==> src/rtl/instr_sequencer_pkg.sv <==
// Shared constants and types for the instruction sequencer that feeds core_cpu.
// Widths here must stay in step with core_cpu data_in.
package instr_sequencer_pkg;
  localparam int INSTR_W = 20;
  localparam int DEPTH   = 16;
  localparam int ADDR_W  = $clog2(DEPTH);

  localparam logic [INSTR_W-1:0] NOP_INSTR  = '0;
  localparam logic [ADDR_W:0]    COUNT_FULL = (ADDR_W+1)'(DEPTH);
  localparam logic [ADDR_W:0]    COUNT_ONE  = (ADDR_W+1)'(1);

  typedef enum logic [1:0] {
    IDLE = 2'd0,
    RUN  = 2'd1,
    DONE = 2'd2
  } seq_state_t;
endpackage

==> src/rtl/instr_sequencer_if.sv <==
// Bus bundle between the pad-side controller (master) and the sequencer (slave).
// Write handshake: a word transfers on a rising edge where wr_valid && wr_ready are both high.
interface instr_sequencer_if;
  import instr_sequencer_pkg::*;

  logic               wr_valid;
  logic [INSTR_W-1:0] wr_data;
  logic               wr_ready;
  logic               clr;
  logic               start;
  logic               stop;
  logic [INSTR_W-1:0] instr_out;
  logic               instr_valid;
  logic [ADDR_W-1:0]  pc;
  logic [ADDR_W:0]    count;
  logic               busy;
  logic               done;
  seq_state_t         state;

  modport master (
    output wr_valid, wr_data, clr, start, stop,
    input  wr_ready, instr_out, instr_valid, pc, count, busy, done, state
  );

  modport slave (
    input  wr_valid, wr_data, clr, start, stop,
    output wr_ready, instr_out, instr_valid, pc, count, busy, done, state
  );
endinterface

==> src/rtl/instr_sequencer_store.sv <==
// Program store: register array with synchronous write and asynchronous read.
// Contents are deliberately not reset; the count in the sequencer defines what is valid.
module instr_sequencer_store #(
  parameter int INSTR_W = 20,
  parameter int DEPTH   = 16,
  parameter int ADDR_W  = $clog2(DEPTH)
) (
  input  logic               clk,
  input  logic               we,
  input  logic [ADDR_W-1:0]  waddr,
  input  logic [INSTR_W-1:0] wdata,
  input  logic [ADDR_W-1:0]  raddr,
  output logic [INSTR_W-1:0] rdata
);
  logic [INSTR_W-1:0] mem [DEPTH];

  always_ff @(posedge clk) begin
    if (we) mem[waddr] <= wdata;
  end

  assign rdata = mem[raddr];
endmodule

==> src/rtl/instr_sequencer.sv <==
// Captures a short program over the write port, then replays it one word per cycle
// on instr_out with a one-cycle done pulse after the last word.
module instr_sequencer
  import instr_sequencer_pkg::*;
(
  input  logic               pad_clk,
  input  logic               pad_rst_n,
  instr_sequencer_if.slave   bus
);
  seq_state_t         state_q, state_d;
  logic [ADDR_W:0]    count_q, count_d;
  logic [ADDR_W-1:0]  pc_q, pc_d, rd_addr;
  logic [INSTR_W-1:0] instr_q, instr_d, rd_data;
  logic               valid_q, valid_d, busy_q, busy_d, done_q, done_d;
  logic               wr_ok, wr_acc, last;

  assign wr_ok  = (state_q == IDLE) && (count_q < COUNT_FULL) && !bus.clr;
  assign wr_acc = bus.wr_valid && wr_ok;
  assign last   = ({1'b0, pc_q} == (count_q - COUNT_ONE));

  // Read address looks one word ahead so instr_out can be registered.
  assign rd_addr = (state_q == RUN) ? (pc_q + ADDR_W'(1)) : '0;

  instr_sequencer_store #(
    .INSTR_W (INSTR_W),
    .DEPTH   (DEPTH),
    .ADDR_W  (ADDR_W)
  ) u_store (
    .clk   (pad_clk),
    .we    (wr_acc),
    .waddr (count_q[ADDR_W-1:0]),
    .wdata (bus.wr_data),
    .raddr (rd_addr),
    .rdata (rd_data)
  );

  always_comb begin
    state_d = state_q;
    count_d = count_q;
    pc_d    = pc_q;
    instr_d = NOP_INSTR;
    valid_d = 1'b0;
    busy_d  = 1'b0;
    done_d  = 1'b0;
    case (state_q)
      IDLE: begin
        if (bus.clr) begin
          count_d = '0;
        end else begin
          if (wr_acc) count_d = count_q + COUNT_ONE;
          if (bus.start && ((count_q != '0) || wr_acc)) begin
            state_d = RUN;
            pc_d    = '0;
            valid_d = 1'b1;
            busy_d  = 1'b1;
            // An empty store plus a same-cycle write: word 0 is still in flight.
            instr_d = (count_q == '0) ? bus.wr_data : rd_data;
          end
        end
      end
      RUN: begin
        if (bus.stop) begin
          state_d = IDLE;
        end else if (last) begin
          state_d = DONE;
          done_d  = 1'b1;
        end else begin
          pc_d    = pc_q + ADDR_W'(1);
          instr_d = rd_data;
          valid_d = 1'b1;
          busy_d  = 1'b1;
        end
      end
      DONE:    state_d = IDLE;
      default: state_d = IDLE;
    endcase
  end

  always_ff @(posedge pad_clk or negedge pad_rst_n) begin
    if (!pad_rst_n) begin
      state_q <= IDLE;
      count_q <= '0;
      pc_q    <= '0;
      instr_q <= NOP_INSTR;
      valid_q <= 1'b0;
      busy_q  <= 1'b0;
      done_q  <= 1'b0;
    end else begin
      state_q <= state_d;
      count_q <= count_d;
      pc_q    <= pc_d;
      instr_q <= instr_d;
      valid_q <= valid_d;
      busy_q  <= busy_d;
      done_q  <= done_d;
    end
  end

  assign bus.wr_ready    = wr_ok;
  assign bus.instr_out   = instr_q;
  assign bus.instr_valid = valid_q;
  assign bus.pc          = pc_q;
  assign bus.count       = count_q;
  assign bus.busy        = busy_q;
  assign bus.done        = done_q;
  assign bus.state       = state_q;
endmodule

==> src/flat_wrapper.sv <==
// flat-port wrapper written by rule: the top's interface ports become plain ports
module instr_sequencer_flat import instr_sequencer_pkg::*;
  (pad_clk, pad_rst_n, bus_wr_valid, bus_wr_data, bus_clr, bus_start, bus_stop, bus_wr_ready, bus_instr_out, bus_instr_valid, bus_pc, bus_count, bus_busy, bus_done, bus_state);
  instr_sequencer_if bus_i ();
  input  logic pad_clk;
  input  logic pad_rst_n;
  input wire logic [$bits(bus_i.wr_valid)-1:0] bus_wr_valid;
  input wire logic [$bits(bus_i.wr_data)-1:0] bus_wr_data;
  input wire logic [$bits(bus_i.clr)-1:0] bus_clr;
  input wire logic [$bits(bus_i.start)-1:0] bus_start;
  input wire logic [$bits(bus_i.stop)-1:0] bus_stop;
  output wire logic [$bits(bus_i.wr_ready)-1:0] bus_wr_ready;
  output wire logic [$bits(bus_i.instr_out)-1:0] bus_instr_out;
  output wire logic [$bits(bus_i.instr_valid)-1:0] bus_instr_valid;
  output wire logic [$bits(bus_i.pc)-1:0] bus_pc;
  output wire logic [$bits(bus_i.count)-1:0] bus_count;
  output wire logic [$bits(bus_i.busy)-1:0] bus_busy;
  output wire logic [$bits(bus_i.done)-1:0] bus_done;
  output wire logic [$bits(bus_i.state)-1:0] bus_state;
  assign bus_i.wr_valid = bus_wr_valid;
  assign bus_i.wr_data = bus_wr_data;
  assign bus_i.clr = bus_clr;
  assign bus_i.start = bus_start;
  assign bus_i.stop = bus_stop;
  assign bus_wr_ready = bus_i.wr_ready;
  assign bus_instr_out = bus_i.instr_out;
  assign bus_instr_valid = bus_i.instr_valid;
  assign bus_pc = bus_i.pc;
  assign bus_count = bus_i.count;
  assign bus_busy = bus_i.busy;
  assign bus_done = bus_i.done;
  assign bus_state = bus_i.state;
  instr_sequencer u_core (.pad_clk(pad_clk), .pad_rst_n(pad_rst_n), .bus(bus_i));
endmodule
==> config.mk <==
export PLATFORM = sky130hd
export DESIGN_NAME = instr_sequencer_flat
export DESIGN_NICKNAME = d
export VERILOG_FILES = /design/src/rtl/instr_sequencer_pkg.sv /design/src/rtl/instr_sequencer_if.sv /design/src/rtl/instr_sequencer_store.sv /design/src/rtl/instr_sequencer.sv /design/src/flat_wrapper.sv
export SDC_FILE = /design/constraint.sdc
export NUM_CORES = 1
export LEC_CHECK = 0
export CAP_MARGIN = 5
export CORE_AREA = 2 2 200 202
export CTS_CLUSTER_DIAMETER = 100
export CTS_CLUSTER_SIZE = 16
export DETAILED_ROUTE_END_ITERATION = 16
export DIE_AREA = 0 0 202 204
export GPL_TIMING_DRIVEN = 0
export PLACE_DENSITY_LB_ADDON = 0.08
export SLEW_MARGIN = 5
export SYNTH_ARGS = -nofsm -noshare
export SYNTH_HDL_FRONTEND = slang
export SYNTH_HIERARCHICAL = 1
export SYNTH_SLANG_ARGS = --single-unit
==> constraint.sdc <==
create_clock -name pad_clk -period 4 [get_ports pad_clk]
set_input_delay 0.8 -clock pad_clk [delete_from_list [all_inputs] [get_ports pad_clk]]
set_output_delay 0.8 -clock pad_clk [all_outputs]
set_load 0.005 [all_outputs]
==> results_dict.tcl <==
set metrics [dict create \
    outcome "finished clean" \
    slew_headroom 0.347 \
    synth_fp_nets 662 \
    route.met2.wl_um 15300 \
    wl_per_cell_um 24.9 \
    clk_latency_ns 0.54 \
    fin_crit_sh 0.873 \
    final-setup-viol-count 0 \
    portBuffers 60 \
    nets_finish 762 \
    placement_rows 73 \
    detail-route-antenna-nets 0 \
    post-dp-hpwl_um 20000 \
    via_count 6535 \
    cellPowerDensity_mw_per_mm2 556 \
    die_height_um 204 \
    post_layout_nonfiller_instances 1277 \
    fraction_of_final_layout_cells_with_drive_strength_greater_than_1 0.189 \
    die_width_um 202 \
    ys_warn_count 6 \
    synthCells 633 \
    max-vdd-ir-drop_v 0.000254 \
    ctsHtreeMaxLevel 1 \
    design.die.area_mm2 0.0412 \
    path_max_fanout 10 \
    timing.critical_path.arrival_ns 3.75 \
    gr-total-overflow 0 \
    required_time_at_the_worst_slack_endpoint_ns 4.26 \
    rsz0062_at_grt "no" \
    cts_inserted_buffers 26 \
    cp-end-kind "flip-flop" \
    fp.coreArea_mm2 0.0392 \
    drt_drc_violations_left 0 \
    number_of_pins_with_negative_max_slew_slack_in_the_final_report 0 \
    gp_routability_congestion 0.702 \
    setup.worst_path.class "in -> reg" \
    timing.final.hold_violations 0 \
    tritoncts_clock_tree "done" \
    final.min_clock_period_ns 3.49 \
    via_count_of_the_first_global_routing_pass 6856 \
    cap_violations 0 \
    hp-class "in -> async" \
    synthesis.area_mm2 0.0136 \
    p_leak_nw 4.99 \
    vias_per_cell 5.12 \
    first_pass_grt_wire_length_um 46500 \
    wl_met3_um 1400 \
    detail_route.wirelength_um 31800 \
    met1_length_um 14600 \
    cts-resized-gates 0 \
    timing_worst_slew_pin_value_ns 0.975 \
    numPlacedInstances 1230 \
    gr-usage-all-layers 0.156 \
    antennaDiodeCount 0 \
    synthFlopType "sky130_fd_sc_hd__edfxtp_1" \
    drt_iter0_markers 399 \
    synthDistinctLibCells 38 \
    grt_max_degree 25 \
    initial_core_util 0.347 \
    maximum_count_of_clock_buffers_along_a_single_path 3 \
    cts-hold-fix-buffers 0 \
    path_clk_slew_ns 0.07 \
    antenna_violations_before_repair 0 \
    yosys_register_bits 353 \
    i_o_pin_count 61 \
    timing.critical_path.from_type "input pin" \
    top_signal_layer_used "met4" \
    dpl_worst_slack_ns -0.115 \
    numClockSinks 353 \
    syn_avg_cell_area_um2 21.5 \
    async_reset_ff_frac 0.0935 \
    cts_post_setup_buffers_inserted 0 \
    dr.pass1.iters 4 \
    layout_setup_ws_ns 0.507 \
    fillers 3469 \
    yosysSeqAreaShare 0.769 \
    area_growth_syn_to_layout_pct 16.7 \
    timing.clock.skew_ns 0.0193 \
    number_of_synthesized_flops_with_an_enable_pin 320 \
    clk_root_buffer_cell "sky130_fd_sc_hd__clkbuf_16" \
    achievable-frequency_mhz 286 \
]
==> path summary, 6_finish.rpt <==
kind                                      from  cells after the start  slack, ns                  endpoint
min reg2reg                   u_core/bus.pc[3]                      1       0.64          u_core/bus.pc[3]
max                                    bus_clr                      8       0.51  u_core/u_store/mem[8][7]
min                                  pad_rst_n                      1       0.13  u_core/bus.instr_out[13]
max in group asynchronous            pad_rst_n                      2       3.43   u_core/bus.instr_out[7]
max reg2reg                u_core/bus.count[4]                      7       0.72  u_core/u_store/mem[8][7]
min in group pad_clk          u_core/bus.pc[3]                      1       0.64          u_core/bus.pc[3]
==> logic make-up (layout without fill, tap and decap cells) <==
| group | Yosys count | count (layout) | synth area share |
|---|---|---|---|
| and+or+nand+nor | 78 | 78 | 0.0287 |
| muxes | 83 | 83 | 0.140 |
| AOI/OAI and AO/OA | 71 | 71 | 0.0405 |
| DFF | 353 | 353 | 0.769 |
| adders and majority gates | 3 | 3 | 0.00276 |
| buffers and inverters | 37 | 156 | 0.0148 |
| xor gates and xnor gates | 8 | 8 | 0.00516 |
==> report_power, final <==
part	total [mW]	internal (mW)	switching [mW]	leakage (nW)
clock	2.49	1.27	1.22	0.362
sequential	4.31	4.20	0.113	3.33
combinational	2.00	0.987	1.01	1.30
total	8.80	6.45	2.35	4.99
==> cells in the mapped netlist (4+ instances only) <==
cell type	count	area share
sky130_fd_sc_hd__edfxtp_1	320	0.71
sky130_fd_sc_hd__mux4_2	64	0.11
sky130_fd_sc_hd__a22oi_1	40	0.022
sky130_fd_sc_hd__dfrtp_1	33	0.061
sky130_fd_sc_hd__nand2_1	24	0.0066
sky130_fd_sc_hd__nor2_1	23	0.0064
sky130_fd_sc_hd__a22o_1	21	0.014
sky130_fd_sc_hd__clkbuf_1	16	0.0044
sky130_fd_sc_hd__mux4_1	16	0.031
sky130_fd_sc_hd__nor3_1	7	0.0026
sky130_fd_sc_hd__inv_1	6	0.0017
sky130_fd_sc_hd__buf_2	5	0.0018
sky130_fd_sc_hd__buf_4	5	0.0028
sky130_fd_sc_hd__buf_6	5	0.0041
sky130_fd_sc_hd__nand2b_1	5	0.0023
sky130_fd_sc_hd__xnor2_1	4	0.0026
sky130_fd_sc_hd__xor2_1	4	0.0026
==> worst max-delay path, cell delays in order <==
cell                              delay, ns
sky130_fd_sc_hd__clkdlybuf4s50_1       0.47
sky130_fd_sc_hd__nor4_1                0.28
sky130_fd_sc_hd__nand2_1               0.22
sky130_fd_sc_hd__inv_1                 0.28
sky130_fd_sc_hd__nand3b_1              0.33
sky130_fd_sc_hd__nor3_2                0.84
sky130_fd_sc_hd__buf_4                 0.34
sky130_fd_sc_hd__buf_6                 0.17
==> stage by stage <==
stage,utilization,cell area (µm²),power [mW],setup TNS (ns),hold slack (ns)
6_report,0.404,15800,8.80,0,0.127
5_1_grt,0.404,15800,9.20,0,0.117
4_1_cts,0.404,15800,8.92,0,0.115
3_5_place_dp,0.385,15100,6.43,-0.572,0.633
3_3_place_gp,0.379,14800,6.35,-275.96,0.617
2_1_floorplan,-,13600,5.61,0,0.504
==> layout make-up <==
cell class	count	area [µm²]	area share
flip-flops and latches	353	10400	0.659
multi-input cells	243	3040	0.192
repair buffers	72	751	0.0474
clock buffers	46	747	0.0471
well taps	525	657	0.0415
plain buffers	31	179	0.0113
inverters	6	22.5	0.00142
clock inverters	1	16.3	0.00103
==> layer usage <==
layer / GRT usage / vias up
met3: 0.0249 / 29
met4: 0.0323 / 0
li1: - / 2848
met5: 0 / -
met1: 0.221 / 3520
met2: 0.256 / 138
==> registers in the layout, summed over array words and instances, names as in the netlist <==
name	flops
u_core/bus.done	1
u_core/bus.count	5
u_core/u_store/mem	320
u_core/bus.pc	4
u_core/bus.busy	1
u_core/bus.instr_out	20
u_core/bus.state	2
==> cells in the final DEF, fill, tap and decap left out, types with 2 or more instances in the layout <==
master / synthesis / routed
sky130_fd_sc_hd__xnor2_1: 4 / 4
sky130_fd_sc_hd__nor3_1: 7 / 3
sky130_fd_sc_hd__buf_4: 5 / 7
sky130_fd_sc_hd__buf_2: 5 / 6
sky130_fd_sc_hd__a22o_1: 21 / 21
sky130_fd_sc_hd__nand2b_1: 5 / 5
sky130_fd_sc_hd__mux4_1: 16 / 16
sky130_fd_sc_hd__mux2_1: 3 / 3
sky130_fd_sc_hd__ha_1: 3 / 3
sky130_fd_sc_hd__nor3b_1: 2 / 2
sky130_fd_sc_hd__clkdlybuf4s50_1: 0 / 59
sky130_fd_sc_hd__a22oi_1: 40 / 40
sky130_fd_sc_hd__inv_1: 6 / 6
sky130_fd_sc_hd__and2_1: 2 / 2
sky130_fd_sc_hd__mux4_2: 64 / 64
sky130_fd_sc_hd__nor2b_1: 2 / 2
sky130_fd_sc_hd__clkbuf_16: 0 / 27
sky130_fd_sc_hd__a21oi_1: 3 / 3
sky130_fd_sc_hd__clkbuf_1: 16 / 35
sky130_fd_sc_hd__nor2_2: 0 / 3
sky130_fd_sc_hd__buf_8: 0 / 5
sky130_fd_sc_hd__dfrtp_1: 33 / 33
sky130_fd_sc_hd__buf_6: 5 / 9
sky130_fd_sc_hd__xor2_1: 4 / 4
sky130_fd_sc_hd__nor2_1: 23 / 11
sky130_fd_sc_hd__nand2_1: 24 / 24
sky130_fd_sc_hd__nor2_4: 0 / 9
sky130_fd_sc_hd__o21ai_0: 3 / 3
sky130_fd_sc_hd__edfxtp_1: 320 / 320
sky130_fd_sc_hd__nand3_1: 3 / 3
sky130_fd_sc_hd__nand3b_1: 2 / 2
sky130_fd_sc_hd__nor3_2: 0 / 4
Note: power is estimated with default switching activity, not from simulation.
